--- config.mk ---
export PLATFORM = sky130hd
export DESIGN_NAME = seq_divider
export DESIGN_NICKNAME = d
export VERILOG_FILES = /design/src/rtl/seq_divider.sv
export SDC_FILE = /design/constraint.sdc
export NUM_CORES = 1
export LEC_CHECK = 0
export ABC_AREA = 0
export ABC_CLOCK_PERIOD_IN_PS = 3160
export CORE_MARGIN = 8
export CORE_UTILIZATION = 39
export CTS_CLUSTER_DIAMETER = 40
export CTS_CLUSTER_SIZE = 12
export DETAILED_ROUTE_END_ITERATION = 10
export PLACE_DENSITY = 0.67
export SYNTH_ARGS = -nofsm -noshare
export SYNTH_HDL_FRONTEND = slang
export SYNTH_SLANG_ARGS = --single-unit
--- constraint.sdc ---
create_clock -name clock -period 3.16 [get_ports clock]
set_input_delay 0.632 -clock clock [delete_from_list [all_inputs] [get_ports clock]]
set_output_delay 0.632 -clock clock [all_outputs]
set_load 0.005 [all_outputs]
--- src/rtl/seq_divider.sv ---
// seq_divider: sequential N-bit unsigned restoring divider with a Go/Done
// handshake. Each CALC cycle performs one shift / trial-subtract / restore
// step, so a normal division takes N cycles in CALC plus one DONE cycle.
//
// Optional feature macro: SEQ_DIVIDER_ZERO_TRAP_EN
//   defined   - a zero divisor is trapped at the accept edge: the FSM jumps
//               straight to DONE with quotient = all ones,
//               remainder = dividend and div_by_zero = 1.
//   undefined - div_by_zero is tied low. A zero divisor runs the normal
//               N iterations, which give the same quotient/remainder.
//
// Handshake (valid/ready): go acts as "valid", and the FSM is "ready" only
// in IDLE. A transfer happens on a rising edge where state == IDLE and
// go == 1. That edge also captures dividend and divisor. go is ignored in
// CALC and DONE and is not queued. done is a one-cycle Moore pulse in DONE.
// The quotient, remainder and div_by_zero registers hold their values
// until the next completion or a reset.
//
// Ports:
//   clock        system clock, rising edge
//   reset        synchronous, active-high reset; has priority over go
//   go           start request, sampled only in IDLE
//   dividend     N-bit unsigned dividend
//   divisor      N-bit unsigned divisor
//   quotient     registered quotient
//   remainder    registered remainder
//   busy         high while in CALC
//   done         one-cycle completion pulse (state == DONE)
//   div_by_zero  divisor was zero for the current result (trap build only)
//   dbg_state    current FSM state (IDLE=0, CALC=1, DONE=2)
module seq_divider #(
    parameter int N = 4
) (
    input  logic         clock,
    input  logic         reset,
    input  logic         go,
    input  logic [N-1:0] dividend,
    input  logic [N-1:0] divisor,
    output logic [N-1:0] quotient,
    output logic [N-1:0] remainder,
    output logic         busy,
    output logic         done,
    output logic         div_by_zero,
    output logic [1:0]   dbg_state
);

    localparam int CW = $clog2(N + 1);

    localparam logic [1:0] IDLE = 2'd0;
    localparam logic [1:0] CALC = 2'd1;
    localparam logic [1:0] DONE = 2'd2;

    localparam logic [CW-1:0] LAST = CW'(N - 1);

    logic [1:0]    state;
    logic [N:0]    a;       // partial remainder; its MSB is the sign of a trial subtract
    logic [N-1:0]  q;       // dividend shifts out of the top, quotient bits shift in
    logic [N-1:0]  m;       // captured divisor
    logic [CW-1:0] cnt;

    logic [2*N:0]  aq_sh;
    logic [N:0]    diff;
    logic [N:0]    a_next;
    logic [N-1:0]  q_next;

    // One restoring iteration. "Restore" means keeping the shifted value
    // instead of the difference, which is the same as adding M back.
    always_comb begin
        aq_sh  = {a, q} << 1;
        diff   = aq_sh[2*N:N] - {1'b0, m};
        a_next = diff[N] ? aq_sh[2*N:N] : diff;
        q_next = aq_sh[N-1:0] | {{(N-1){1'b0}}, ~diff[N]};
    end

    always_ff @(posedge clock) begin
        if (reset) begin
            state     <= IDLE;
            a         <= '0;
            q         <= '0;
            m         <= '0;
            cnt       <= '0;
            quotient  <= '0;
            remainder <= '0;
`ifdef SEQ_DIVIDER_ZERO_TRAP_EN
            div_by_zero <= 1'b0;
`endif
        end else begin
            case (state)
                IDLE: begin
                    if (go) begin
                        a   <= '0;
                        q   <= dividend;
                        m   <= divisor;
                        cnt <= '0;
`ifdef SEQ_DIVIDER_ZERO_TRAP_EN
                        if (divisor == '0) begin
                            quotient    <= '1;
                            remainder   <= dividend;
                            div_by_zero <= 1'b1;
                            state       <= DONE;
                        end else begin
                            state <= CALC;
                        end
`else
                        state <= CALC;
`endif
                    end
                end
                CALC: begin
                    a   <= a_next;
                    q   <= q_next;
                    cnt <= cnt + 1'b1;
                    if (cnt == LAST) begin
                        quotient  <= q_next;
                        remainder <= a_next[N-1:0];
`ifdef SEQ_DIVIDER_ZERO_TRAP_EN
                        div_by_zero <= 1'b0;
`endif
                        state <= DONE;
                    end
                end
                DONE:    state <= IDLE;
                default: state <= IDLE;
            endcase
        end
    end

`ifndef SEQ_DIVIDER_ZERO_TRAP_EN
    assign div_by_zero = 1'b0;
`endif

    assign busy      = (state == CALC);
    assign done      = (state == DONE);
    assign dbg_state = state;

endmodule

==> results.rst, run 1 <==
.. list-table::
   :header-rows: 1

   * - Metric
     - Value
   * - Critical Path End Type
     - primary output
   * - Clock Power Share
     - 23.1%
   * - Number of buffers on the longest clock path
     - 2
   * - Dpl cells
     - 178
   * - Synthesized netlist net count
     - 148
   * - Floorplan core area
     - 0.00278 mm²
   * - Number of antenna violations at the first check in global routing
     - 0
   * - Final slew viol count
     - 0
   * - Slew at the pin with the worst max-slew slack
     - 0.564 ns
   * - Drt pass-1 iters
     - 4
   * - Type of the worst setup path
     - flip-flop to primary output
   * - Highest fanout seen on the critical path
     - 13
   * - Via count of the first global-routing pass
     - 923
   * - Number of nets with antenna violations after routing
     - 0
   * - Clk Tree Root Cell
     - sky130_fd_sc_hd__clkbuf_4
   * - Relative slew margins
     - 62.3%
   * - Most used cells in the layout excluding fill and tap cells
     - sky130_fd_sc_hd__nor2_1 (28), sky130_fd_sc_hd__dfxtp_1 (25), sky130_fd_sc_hd__clkdlybuf4s50_1 (22)
   * - CTS Buf Count
     - 3
   * - Buffer count from post-CTS setup fixing
     - 0
   * - Number of library cell types mapped by synthesis
     - 29
   * - Synthesized instance count
     - 130
   * - Internal power contribution
     - 0.000440 W
   * - Number of standard-cell rows in the floorplan
     - 19
   * - Static leakage
     - 0.559 nW
   * - Post-route insts no fill
     - 182
   * - Cell area power density
     - 432 mW/mm²
   * - Number of top-level design ports
     - 24
   * - Post-CTS clock slew at the launch and capture registers of the worst setup and hold paths
     - 0.13 ns
   * - Vias post-DR
     - 937
   * - Sum Neg Setup Slack
     - 0 ns
   * - Average detailed-routed wire length per instance
     - 13.2 µm
   * - CTS H-tree lvls
     - 1
   * - Final weighted congestion in routability-driven placement
     - 0.733
   * - Layout cells sized above 1
     - 5.96%
   * - Number of gates resized after cts
     - 0
   * - Post-route clock period utilization
     - 76.4%
   * - Antenna diodes
     - 0
   * - Clock period minus worst slack
     - 2.41 ns
   * - Cts-stage hold buffer count
     - 0
   * - Register share of total power
     - 55.5%
   * - Maximum number of pins on one net before global-route repair
     - 17
   * - Clk sinks
     - 25
   * - Via/cell ratio
     - 5.15
   * - Post-synthesis average cell area
     - 8.84 µm²
   * - Synth warnings
     - 0
   * - Final Worst Setup Slack
     - 0.747 ns
   * - Outcome
     - finished, final reports clean
   * - Cell area after technology mapping
     - 0.00115 mm²
   * - CP Data Arrival Time
     - 1.78 ns
   * - Slowest-stage cell, CP
     - sky130_fd_sc_hd__clkdlybuf4s50_1
   * - Area growth, synth to finish
     - 23.4%
   * - Family with the most delay on the worst path
     - buffers and inverters
   * - Starting utilization of the core area
     - 41.3%
   * - Tightest Hold Check Type
     - flip-flop to flip-flop
   * - Total Wirelength
     - 2400 µm
   * - Total global routing track utilization
     - 9.91%
   * - Register bit count reported by yosys
     - 25
   * - Critical Path Max Stage Delay
     - 0.53 ns
   * - Overall die area
     - 0.00494 mm²
   * - Proportion of power drawn by combinational gates
     - 21.4%
   * - Number of buffers and inverters on the critical path
     - 2
   * - Post-route worst hold slack
     - 0.462 ns
   * - Nature of the critical path startpoint
     - flip-flop
   * - Setup repair after global routing missed its margin
     - false
   * - Achievable frequency
     - 414 MHz
   * - Violation count after the first detailed-route iteration
     - 45
   * - Cell Chain, Critical Path
     - nand2b_1, inv_2, clkdlybuf4s50_1
   * - Finish-stage setup viols
     - 0
   * - GR Overflow Total
     - 0
   * - First-pass GRT wire length
     - 4220 µm
   * - Die H
     - 70.3 µm
   * - Port Buffers
     - 22
   * - Switching Share
     - 28.2%
   * - Max Cap Violations
     - 0
   * - Peak ir drop on the vdd network
     - 0.339 mV
   * - Switching power
     - 0.000173 W
   * - Net count reported at finish
     - 170
   * - Clock tree from TritonCTS
     - done
   * - Clock latency at the later pin of the worst-skew pair
     - 0.31 ns
   * - Residual DRC count
     - 0
   * - Sequential share of the synthesized area
     - 43.6%
   * - Clk_skew
     - 0.00393 ns
   * - Most common cell after layout, fill and taps aside
     - sky130_fd_sc_hd__nor2_1
   * - Required @ worst endpoint
     - 2.53 ns
   * - Endpoints failing hold
     - 0
   * - Worst-case setup slack after placement
     - 0.866 ns
   * - HPWL after detailed placement
     - 1870 µm
   * - Width of the die
     - 70.3 µm
-- metal layers --
layer | GRT usage (%) | vias up | share of wire (%)
met5 | 0 | - | 0
met4 | 3.35 | 0 | 1.2
met3 | 4.24 | 4 | 8.7
met2 | 15.3 | 23 | 46
met1 | 12.0 | 435 | 44
li1 | - | 475 | -
-- registers in the layout, summed over array words and instances (netlist names) --
register and flops:
a 4, dbg_state 2, cnt 3, q 4, m 4, remainder 4, quotient 4
-- cell type report --
type / instances / area, µm²
multi-input cells: 91 / 591
clock buffers: 4 / 26.3
flip-flops and latches: 25 / 500
inverters: 7 / 26.3
repair buffers: 24 / 235
fillers: 289 / 1360
well taps: 31 / 38.8
-- per-stage QoR --
step           area (µm²)  utilization [%]  power (W)
4_1_cts              1420             51.0   0.000620
3_3_place_gp         1390             50.0   0.000475
2_1_floorplan        1150                -   0.000441
5_1_grt              1420             51.0   0.000645
3_5_place_dp         1390             50.0   0.000480
6_report             1420             51.0   0.000612
-- power by group through the flow --
stage / Clock [W] / Combinational [W] / Sequential [W]
floorplan: 0 / 0.0000965 / 0.000344
global placement: 0 / 0.000129 / 0.000346
detailed placement: 0 / 0.000133 / 0.000347
CTS: 0.000147 / 0.000133 / 0.000340
global route: 0.000156 / 0.000148 / 0.000342
finish: 0.000142 / 0.000131 / 0.000340
-- cells by family (layout without fill, tap and decap cells) --
logic type | after synthesis | count (layout) | synth area share [%]
multiplexers | 7 | 7 | 6.10
flip-flops | 25 | 25 | 43.6
adder cells (fa/ha/maj) | 7 | 7 | 8.28
AO/OA/AOI/OAI | 26 | 26 | 15.8
AND/OR/NAND/NOR | 47 | 47 | 17.0
other | 1 | 1 | 0.326
buffers and inverters | 14 | 35 | 5.01
XOR/XNOR | 3 | 3 | 3.92
-- worst min-delay path: stages (launching register included) --
cell and delay [ns]:
sky130_fd_sc_hd__dfxtp_1 0.33, sky130_fd_sc_hd__nand2_1 0.05, sky130_fd_sc_hd__a21oi_1 0.05
-- path summary, 6_finish.rpt --
check	start	to	slack [ns]	cells after the start
setup / recovery	dbg_state[1]	busy	0.75	3
hold / removal	quotient[0]	quotient[0]	0.46	2
setup reg to reg	q[3]	remainder[1]	0.90	8
hold reg to reg	quotient[0]	quotient[0]	0.46	2
-- synth_stat cells --
cell type	count	share of area [%]
sky130_fd_sc_hd__buf_4	1	0.65
sky130_fd_sc_hd__a211oi_1	5	3.3
sky130_fd_sc_hd__nor2_1	28	9.2
sky130_fd_sc_hd__o21ai_0	1	0.44
sky130_fd_sc_hd__nor2b_1	3	1.6
sky130_fd_sc_hd__xor2_1	1	0.76
sky130_fd_sc_hd__xnor2_1	1	0.76
sky130_fd_sc_hd__inv_1	6	2.0
sky130_fd_sc_hd__nand2_1	12	3.9
sky130_fd_sc_hd__conb_1	1	0.33
sky130_fd_sc_hd__buf_2	1	0.44
sky130_fd_sc_hd__nor3_1	1	0.44
sky130_fd_sc_hd__a22o_1	4	3.0
sky130_fd_sc_hd__a22oi_1	1	0.65
sky130_fd_sc_hd__fa_1	1	1.7
sky130_fd_sc_hd__nand2b_2	1	0.76
sky130_fd_sc_hd__mux2i_1	7	6.1
sky130_fd_sc_hd__dfxtp_1	25	44
sky130_fd_sc_hd__a21oi_1	11	4.8
sky130_fd_sc_hd__nand2b_1	1	0.55
sky130_fd_sc_hd__buf_1	1	0.33
sky130_fd_sc_hd__ha_1	6	6.5
sky130_fd_sc_hd__xor2_4	1	2.4
sky130_fd_sc_hd__a21oi_4	1	1.4
sky130_fd_sc_hd__clkbuf_1	4	1.3
sky130_fd_sc_hd__a222oi_1	1	0.87
sky130_fd_sc_hd__o31ai_1	2	1.3
sky130_fd_sc_hd__inv_2	1	0.33
sky130_fd_sc_hd__and2_1	1	0.55
Note: power is estimated with default switching activity, not from simulation.
==> run 2: changes to the inputs <==
--- a/config.mk
+++ b/config.mk
@@ -6,7 +6,7 @@
 export NUM_CORES = 1
 export LEC_CHECK = 0
 export ABC_AREA = 0
-export ABC_CLOCK_PERIOD_IN_PS = 3160
+export ABC_CLOCK_PERIOD_IN_PS = 2500
 export CORE_MARGIN = 8
 export CORE_UTILIZATION = 39
 export CTS_CLUSTER_DIAMETER = 40
==> constraint.sdc (replaced) <==
create_clock -name clock -period 2.5 [get_ports clock]
set_input_delay 0.5 -clock clock [delete_from_list [all_inputs] [get_ports clock]]
set_output_delay 0.5 -clock clock [all_outputs]
set_load 0.005 [all_outputs]
==> results.rst, run 2 (synthesized netlist as in run 1, its figures left out) <==
.. list-table::
   :header-rows: 1

   * - Metric
     - Value
   * - Endpoints failing hold
     - 0
   * - Highest metal layer with signal wires
     - met4
   * - Core utilization of the finished layout
     - 51.8%
   * - Maximum number of pins on one net before global-route repair
     - 15
   * - CP Data Arrival Time
     - 2.45 ns
   * - CTS H-tree lvls
     - 1
   * - Residual DRC count
     - 0
   * - Clock latency at the later pin of the worst-skew pair
     - 0.31 ns
   * - Worst-case setup slack after placement
     - 0.338 ns
   * - Vias post-DR
     - 929
   * - Cts-stage hold buffer count
     - 0
   * - Final slew viol count
     - 0
   * - Drt pass-1 iters
     - 4
   * - Antenna diodes
     - 0
   * - Total global routing track utilization
     - 9.97%
   * - Total Wirelength
     - 2430 µm
   * - Required @ worst endpoint
     - 2.76 ns
   * - Area growth, synth to finish
     - 25.5%
   * - Average detailed-routed wire length per instance
     - 13.1 µm
   * - Net count reported at finish
     - 173
   * - Die H
     - 70.3 µm
   * - Post-route clock period utilization
     - 87.7%
   * - Capture instance of the worst register-to-register path
     - remainder[1]
   * - Number of standard-cell rows in the floorplan
     - 19
   * - Critical Path End Type
     - flip-flop
   * - Worst setup slack for register-to-register paths
     - 0.31 ns
   * - Floorplan core area
     - 0.00278 mm²
   * - Number of top-level design ports
     - 24
   * - Static leakage
     - 0.576 nW
   * - HPWL after detailed placement
     - 1910 µm
   * - Setup repair after global routing missed its margin
     - false
   * - Routed wire length on met3
     - 153 µm
   * - Number of gates resized after cts
     - 0
   * - Number of stages on the worst hold path
     - 2
   * - Port Buffers
     - 22
   * - Most common cell after layout, fill and taps aside
     - sky130_fd_sc_hd__nor2_1
   * - Tightest Hold Check Type
     - flip-flop to flip-flop
   * - Number of buffers on the longest clock path
     - 2
   * - Number of antenna violations at the first check in global routing
     - 0
   * - Highest fanout seen on the critical path
     - 6
   * - Hold Crit Start
     - quotient[3]
   * - Relative slew margins
     - 62.9%
   * - Overall die area
     - 0.00494 mm²
   * - Most used cells in the layout excluding fill and tap cells
     - sky130_fd_sc_hd__nor2_1 (28), sky130_fd_sc_hd__dfxtp_1 (25), sky130_fd_sc_hd__clkdlybuf4s50_1 (22)
   * - Buffer count from post-CTS setup fixing
     - 0
   * - Clock tree from TritonCTS
     - done
   * - Number of nets with antenna violations after routing
     - 0
   * - First-pass GRT wire length
     - 4220 µm
   * - Type of the worst setup path
     - flip-flop to flip-flop
   * - Violation count after the first detailed-route iteration
     - 31
   * - Via/cell ratio
     - 5.02
   * - Clk sinks
     - 25
   * - Met1 routed wirelength after detailed routing
     - 1110 µm
   * - Number of cells traversed by the worst register-to-register path
     - 8
   * - Hold Crit Endpoint
     - quotient[3]
   * - Finish-stage setup viols
     - 0
   * - GR Overflow Total
     - 0
   * - Layout cells sized above 1
     - 8.44%
   * - Final weighted congestion in routability-driven placement
     - 0.798
   * - Reg2reg start
     - q[3]
   * - Via count of the first global-routing pass
     - 975
   * - Clk Tree Root Cell
     - sky130_fd_sc_hd__clkbuf_4
   * - Clock period minus worst slack
     - 2.19 ns
   * - Starting utilization of the core area
     - 41.3%
   * - CTS Buf Count
     - 3
   * - Nature of the critical path startpoint
     - flip-flop
   * - Clk_skew
     - 0.00432 ns
   * - Peak ir drop on the vdd network
     - 0.318 mV
   * - Slew at the pin with the worst max-slew slack
     - 0.553 ns
   * - Width of the die
     - 70.3 µm
   * - Outcome
     - finished, final reports clean
   * - Achievable frequency
     - 456 MHz
   * - Cell area power density
     - 536 mW/mm²
   * - Final Worst Setup Slack
     - 0.306 ns
   * - Post-CTS clock slew at the launch and capture registers of the worst setup and hold paths
     - 0.13 ns
   * - Routed wire length on met2
     - 1140 µm
   * - Sum Neg Setup Slack
     - 0 ns
   * - Max Cap Violations
     - 0
[run 2: area by class of cell]
| type | instances | area [µm²] |
|---|---|---|
| clock buffers | 3 | 22.5 |
| clock inverters | 1 | 5.00 |
| fillers | 265 | 1340 |
| inverters | 7 | 26.3 |
| multi-input cells | 91 | 591 |
| flip-flops and latches | 25 | 500 |
| well taps | 31 | 38.8 |
| repair buffers | 27 | 258 |
[run 2: power by group]
group | internal, W | switching (W)
logic | 0.0000820 | 0.0000879
clock network | 0.0000596 | 0.000114
registers | 0.000416 | 0.0000133
[run 2: critical path, stage by stage (launching register included)]
cell	delay (ns)
sky130_fd_sc_hd__dfxtp_1	0.33
sky130_fd_sc_hd__inv_1	0.06
sky130_fd_sc_hd__ha_1	0.22
sky130_fd_sc_hd__fa_1	0.40
sky130_fd_sc_hd__nand2b_2	0.21
sky130_fd_sc_hd__a21oi_4	0.18
sky130_fd_sc_hd__xor2_4	0.27
sky130_fd_sc_hd__mux2i_1	0.29
sky130_fd_sc_hd__a22o_1	0.18
[run 2: metrics by stage]
step                      power, W  hold WS (ns)  area [µm²]  cells
after detailed placement  0.000609         0.450        1410    181
after global routing      0.000823         0.480        1440    185
after CTS                 0.000784         0.469        1440    185
after global placement    0.000604         0.444        1410    181
after floorplan           0.000557         0.445        1150    130
final                     0.000773         0.463        1440    185
[run 2: how the worst max path moves through the flow]
| stage | slack, ns | cells after the start | start | endpoint |
|---|---|---|---|---|
| after global placement | 0.40 | 8 | q[3] | remainder[1] |
| after CTS | 0.29 | 8 | q[3] | remainder[1] |
| final | 0.31 | 8 | q[3] | remainder[1] |
| after floorplan | 0.50 | 8 | q[3] | remainder[2] |
| after detailed placement | 0.34 | 8 | q[3] | remainder[2] |
| after global routing | 0.21 | 8 | q[3] | remainder[2] |
[run 2: layer usage]
metal | track usage, % | up-vias
li1 | - | 484
met1 | 11.7 | 420
met2 | 16.2 | 21
met3 | 3.39 | 4
met4 | 3.79 | 0
met5 | 0 | -
